### src/rtl/ula_wb_stage.sv
// ula_wb_stage -- result/flag capture stage behind the 32-bit ALU.
//
// Registers the ALU bundle {s, fov, fz, fn} in a 2-entry FIFO behind a
// valid/ready handshake. The branch condition and the unsupported-select
// error bit are resolved at push time and stored with each entry. A counter
// tracks retired (popped) entries.
//
// Optional feature: define ULA_WB_STICKY_OV_EN to build the sticky overflow
// status bit. When it is undefined, ov_sticky_o is tied to 0 and ov_clr_i is
// ignored.
//
// Ports:
//   clk_i, rst_n_i        clock, synchronous active-low reset
//   in_valid_i/in_ready_o input handshake for the ALU bundle
//   alu_s_i, alu_f*_i     ALU result and overflow/zero/negative flags
//   alu_sel_i, cond_i     ALU select and branch condition for this bundle
//   out_valid_o/ready_i   output handshake for the head entry
//   out_data_o            head result
//   out_flags_o           head {fov,fz,fn}
//   out_take_o            head branch condition true
//   out_err_o             head was produced with alu_sel 3'b011
//   ov_clr_i, ov_sticky_o sticky overflow clear / status
//   op_cnt_o              popped-entry counter, wraps
module ula_wb_stage #(
   parameter int CNT_W = 16
) (
   input  logic             clk_i,
   input  logic             rst_n_i,
   input  logic             in_valid_i,
   output logic             in_ready_o,
   input  logic [31:0]      alu_s_i,
   input  logic             alu_fov_i,
   input  logic             alu_fz_i,
   input  logic             alu_fn_i,
   input  logic [2:0]       alu_sel_i,
   input  logic [2:0]       cond_i,
   output logic             out_valid_o,
   input  logic             out_ready_i,
   output logic [31:0]      out_data_o,
   output logic [2:0]       out_flags_o,
   output logic             out_take_o,
   output logic             out_err_o,
   input  logic             ov_clr_i,
   output logic             ov_sticky_o,
   output logic [CNT_W-1:0] op_cnt_o
);

   typedef struct packed {
      logic [31:0] s;
      logic        fov;
      logic        fz;
      logic        fn;
      logic        take;
      logic        err;
   } ent_t;

   ent_t             mem_q [2];
   ent_t             in_ent, head;
   logic [1:0]       count_q, count_d;
   logic             rd_q, rd_d, wr_q, wr_d;
   logic [CNT_W-1:0] op_cnt_q, op_cnt_d;
   logic             init_q;
   logic             push, pop, cond_ok;

   // init_q holds in_ready low until the first edge with reset released.
   assign in_ready_o  = rst_n_i & init_q & (count_q != 2'd2);
   assign out_valid_o = (count_q != 2'd0);
   assign push        = in_valid_i & in_ready_o;
   assign pop         = out_valid_o & out_ready_i;

   always_comb begin
      cond_ok = 1'b0;
      unique case (cond_i)
         3'b000: cond_ok = 1'b0;
         3'b001: cond_ok = 1'b1;
         3'b010: cond_ok = alu_fz_i;
         3'b011: cond_ok = ~alu_fz_i;
         3'b100: cond_ok = alu_fn_i ^ alu_fov_i;
         3'b101: cond_ok = ~(alu_fn_i ^ alu_fov_i);
         3'b110: cond_ok = alu_fov_i;
         3'b111: cond_ok = ~alu_fov_i;
         default: cond_ok = 1'b0;
      endcase
   end

   always_comb begin
      in_ent.s    = alu_s_i;
      in_ent.fov  = alu_fov_i;
      in_ent.fz   = alu_fz_i;
      in_ent.fn   = alu_fn_i;
      in_ent.err  = (alu_sel_i == 3'b011);
      // Unsupported select still delivers its entry, but never branches.
      in_ent.take = cond_ok & ~in_ent.err;
   end

   always_comb begin
      count_d  = count_q;
      rd_d     = rd_q;
      wr_d     = wr_q;
      op_cnt_d = op_cnt_q;
      if (push) wr_d = ~wr_q;
      if (pop) begin
         rd_d     = ~rd_q;
         op_cnt_d = op_cnt_q + CNT_W'(1);
      end
      case ({push, pop})
         2'b10:   count_d = count_q + 2'd1;
         2'b01:   count_d = count_q - 2'd1;
         default: count_d = count_q;
      endcase
   end

   always_ff @(posedge clk_i) begin
      if (!rst_n_i) begin
         count_q  <= 2'd0;
         rd_q     <= 1'b0;
         wr_q     <= 1'b0;
         op_cnt_q <= '0;
         init_q   <= 1'b0;
      end else begin
         count_q  <= count_d;
         rd_q     <= rd_d;
         wr_q     <= wr_d;
         op_cnt_q <= op_cnt_d;
         init_q   <= 1'b1;
      end
   end

   // Entry storage needs no reset: reads are masked while the FIFO is empty.
   always_ff @(posedge clk_i) begin
      if (push) mem_q[wr_q] <= in_ent;
   end

   assign head        = out_valid_o ? mem_q[rd_q] : '0;
   assign out_data_o  = head.s;
   assign out_flags_o = {head.fov, head.fz, head.fn};
   assign out_take_o  = head.take;
   assign out_err_o   = head.err;
   assign op_cnt_o    = op_cnt_q;

`ifdef ULA_WB_STICKY_OV_EN
   logic ov_q, ov_d, ov_set;

   // Only selects 010 and 110 can produce a meaningful overflow.
   assign ov_set = push & alu_fov_i & ((alu_sel_i == 3'b010) | (alu_sel_i == 3'b110));

   always_comb begin
      ov_d = ov_q;
      if (ov_clr_i) ov_d = 1'b0;
      if (ov_set)   ov_d = 1'b1;   // set wins over a same-cycle clear
   end

   always_ff @(posedge clk_i) begin
      if (!rst_n_i) ov_q <= 1'b0;
      else          ov_q <= ov_d;
   end

   assign ov_sticky_o = ov_q;
`else
   logic unused_ov_clr;
   assign unused_ov_clr = ov_clr_i;
   assign ov_sticky_o   = 1'b0;
`endif

endmodule

### config.mk
export PLATFORM = sky130hd
export DESIGN_NAME = ula_wb_stage
export DESIGN_NICKNAME = d
export VERILOG_FILES = /design/src/rtl/ula_wb_stage.sv
export SDC_FILE = /design/constraint.sdc
export NUM_CORES = 1
export LEC_CHECK = 0
export BUFFER_PORTS_ARGS = -buffer_cell sky130_fd_sc_hd__buf_2
export CAP_MARGIN = 5
export CORE_MARGIN = 2
export CORE_UTILIZATION = 54
export CTS_BUF_LIST = sky130_fd_sc_hd__clkbuf_2
export CTS_CLUSTER_SIZE = 8
export DETAILED_ROUTE_END_ITERATION = 8
export HOLD_SLACK_MARGIN = 0.05
export PLACE_DENSITY = 0.82
export REMOVE_ABC_BUFFERS = 1
export SYNTH_ARGS = -nofsm -noshare
export SYNTH_HDL_FRONTEND = slang
export SYNTH_SLANG_ARGS = --single-unit
### constraint.sdc
create_clock -name clk_i -period 3.4 [get_ports clk_i]
set_input_delay 0.17 -clock clk_i [delete_from_list [all_inputs] [get_ports clk_i]]
set_output_delay 0.17 -clock clk_i [all_outputs]
set_load 0.05 [all_outputs]
==> results_dict.tcl <==
set metrics [dict create \
    busiest_layer "met2" \
    critical_path_peak_fanout 20 \
    nets 472 \
    hold_violations 0 \
    synth_cell_type_count 37 \
    yosys.area_share.simple_pct 12.0 \
    ios 102 \
    required_ns 3.23 \
    power_density_mw_per_mm2 550 \
    fin_area_mm2 0.00506 \
    r2r-start "count_q[1]$_SDFFE_PN0P_" \
    start_util_pct 56.4 \
    ys_seq_area_share_pct 68.3 \
    worst_slew_pin_slew_ns 0.880 \
    clock-sinks 96 \
    cts_root_buffer "clkbuf_2" \
    port-buffer-count 99 \
    area_growth_pct 30.0 \
    place_area_mm2 0.00450 \
    antenna_cells 0 \
    clk_pin_slew_ns 0.24 \
    detail-route-antenna-nets 0 \
    dr.pass1.iters 5 \
    cp_num_buf_inv 2 \
    die_h_um 88.9 \
    synth_mux_area_share_pct 10.6 \
    drive_above_1_share_pct 30.3 \
    grt_pass1_wl_mm 11.9 \
    nFillCells 486 \
    synth_top_area_cell "edfxtp_1" \
    synth_top_family_by_area "simple AND/OR/NAND/NOR gates" \
    drv_cap 0 \
    synth_fa_ha_area_share_pct 0.642 \
    synth_area_mm2 0.00390 \
    grt_max_degree 39 \
    drt_iter0_drc 140 \
    vias 2647 \
    critPathSlowestCell "dfxtp_2" \
    synth_top_area_share_pct 57.0 \
    synth_compound_area_share_pct 3.50 \
    timing.reg2reg.setup_slack_ns 1.27 \
    leakage_nw 2.00 \
    yosysWarnings 0 \
    use_met1_pct 23.6 \
    place.gp.congestion 0.785 \
    grt_antenna_before_repair 0 \
    fin_crit_ns 2.34 \
    min_to "mem_q[0][1]$_DFFE_PP_" \
    routed_wl_mm 7.76 \
    cts_setup_buffers 0 \
    clkLatencyLatePin_ns 0.52 \
    dieArea_mm2 0.00791 \
    via_per_inst 5.04 \
    slew_violations 0 \
    fin_util_pct 73.3 \
    numCtsBuffers 9 \
    worst_r2r_path_depth 5 \
    cts_tree "built" \
    synth_area_leaders "edfxtp_1 (57%), dfxtp_1 (11%), mux2i_1 (10%)" \
    track_usage_pct 20.0 \
    rr_endpoint "count_q[1]$_SDFFE_PN0P_" \
    arrival_ns 2.17 \
    final_cell_mix "buf_2 (99), edfxtp_1 (74), mux2i_1 (40), nor2_1 (40), dlygate4sd3_1 (40)" \
    overflow 0 \
    layout_commonest_cell "buf_2" \
    status "finished, final reports clean" \
    groute.layer.met3.usage_pct 4.25 \
    drc 0 \
    min-delay-start "cond_i[1]" \
    synth-seq-cells 96 \
    design.core.area_mm2 0.00691 \
    dpl.hpwl_mm 4.94 \
    synth.avg_cell_area_um2 13.8 \
    crit_chain "buf_4 -> mux2i_1 -> nor2_1 -> buf_2" \
    setup_violations 0 \
    finalCritPeriodShare_pct 68.7 \
    crit_family "flip-flops" \
    path_class "reg -> out" \
    clk_path_buf_depth 2 \
    syn_inst 282 \
    grt_setup_unrepaired "no" \
    finalSetupTns_ns 0 \
    critPathMaxStageDelay_ns 0.77 \
    synth_xor_area_share_pct 2.70 \
    grt_use_met2_pct 36.2 \
    rows 30 \
    wire_per_inst_um 14.8 \
    cp-end-kind "output port" \
    grt_pass1_vias 2650 \
    hold_path.class "in -> reg" \
    irDropWorstVdd_v 0.000287 \
    cp-start-kind "flip-flop" \
    max_slew_margin_pct 41.3 \
    die_w_um 88.9 \
    cts_htree_levels 3 \
    worst_clock_skew_ns 0.0159 \
    hold_depth 4 \
    fmax_mhz 428 \
]
==> per-layer routing <==
layer | share of wire, % | wire length [µm]
met5 | 0 | 0
met4 | 0.66 | 51
met3 | 5.4 | 417
met2 | 52 | 4000
met1 | 42 | 3290
==> worst max-delay path by stage <==
| stage | start | endpoint | depth (start not counted) |
|---|---|---|---|
| 4_1_cts | count_q[0]$_SDFFE_PN0P_ | out_data_o[18] | 3 |
| 6_report | flip-flop | out_data_o[25] | 4 |
| 3_3_place_gp | count_q[0]$_SDFFE_PN0P_ | mem_q[0][0]$_DFFE_PP_ | 3 |
| 5_1_grt | count_q[0]$_SDFFE_PN0P_ | out_data_o[18] | 3 |
| 2_1_floorplan | count_q[0]$_SDFFE_PN0P_ | mem_q[0][0]$_DFFE_PP_ | 2 |
| 3_5_place_dp | count_q[0]$_SDFFE_PN0P_ | mem_q[0][0]$_DFFE_PP_ | 3 |
==> cells in the mapped netlist (all sizes together) <==
| master | count |
|---|---|
| a21boi | 4 |
| a21oi | 2 |
| and2 | 13 |
| and3 | 2 |
| buf | 9 |
| clkbuf | 3 |
| conb | 1 |
| dfxtp | 22 |
| edfxtp | 74 |
| ha | 2 |
| inv | 7 |
| mux2 | 1 |
| mux2i | 40 |
| nand2 | 13 |
| nand2b | 3 |
| nand3 | 5 |
| nand4 | 3 |
| nor2 | 42 |
| nor2b | 1 |
| nor3 | 5 |
| nor3b | 2 |
| nor4 | 3 |
| o2111ai | 2 |
| o211a | 1 |
| o21a | 2 |
| o21ai | 5 |
| or3 | 3 |
| xnor2 | 8 |
| xor2 | 4 |
==> sequential cells by signal (all words and copies together) (netlist names), named ones only <==
name and flops:
wr_q 1, count_q 2, init_q 1, rd_q 1, mem_q 74, op_cnt_o 16
==> through the flow <==
stage	hold slack, ns	setup slack, ns	cells	power (W)
finish	0.176	1.06	525	0.00278
global route	0.107	0.860	525	0.00289
CTS	0.126	0.953	525	0.00280
detailed placement	0.361	1.28	469	0.00209
global placement	0.359	1.31	469	0.00207
floorplan	0.198	0.656	270	0.00190
==> cell families (layout without fill, tap and decap cells) <==
logic type	count (synthesis)	count (layout)
flip-flops	96	96
AND/OR/NAND/NOR	95	95
multiplexers	41	41
buffers and inverters	19	166
AO/OA/AOI/OAI	16	16
XOR/XNOR	12	12
adder cells (fa/ha/maj)	2	2
other	1	1
==> area by class of cell <==
class | count | area (µm²) | share of cell area (%)
tap | 96 | 120 | 2.37
sequential | 96 | 2660 | 52.6
clock buffer | 9 | 45.0 | 0.889
clock inverter | 7 | 119 | 2.35
timing repair buffer | 143 | 926 | 18.3
inverter | 7 | 26.3 | 0.519
multi-input combinational | 167 | 1160 | 23.0
==> worst register-to-register path, stage by stage (launching register included) <==
cell and delay [ns]:
dfxtp_1 0.60, inv_1 0.12, o2111ai_1 0.39, ha_1 0.34
or3_2 0.46, a21boi_0 0.17
==> what timing repair did <==
| action | in CTS | in global routing |
|---|---|---|
| resized for setup | 0 | 0 |
| hold buffers | 40 | 0 |
| endpoints found under the hold margin | 83 | 0 |
==> power by group <==
group	leakage [nW]	internal (W)	switching, W
Combinational	1.06	0.000218	0.000532
Sequential	0.851	0.00130	0.0000469
Clock	0.0901	0.000318	0.000370
Note: power is estimated with default switching activity, not from simulation.
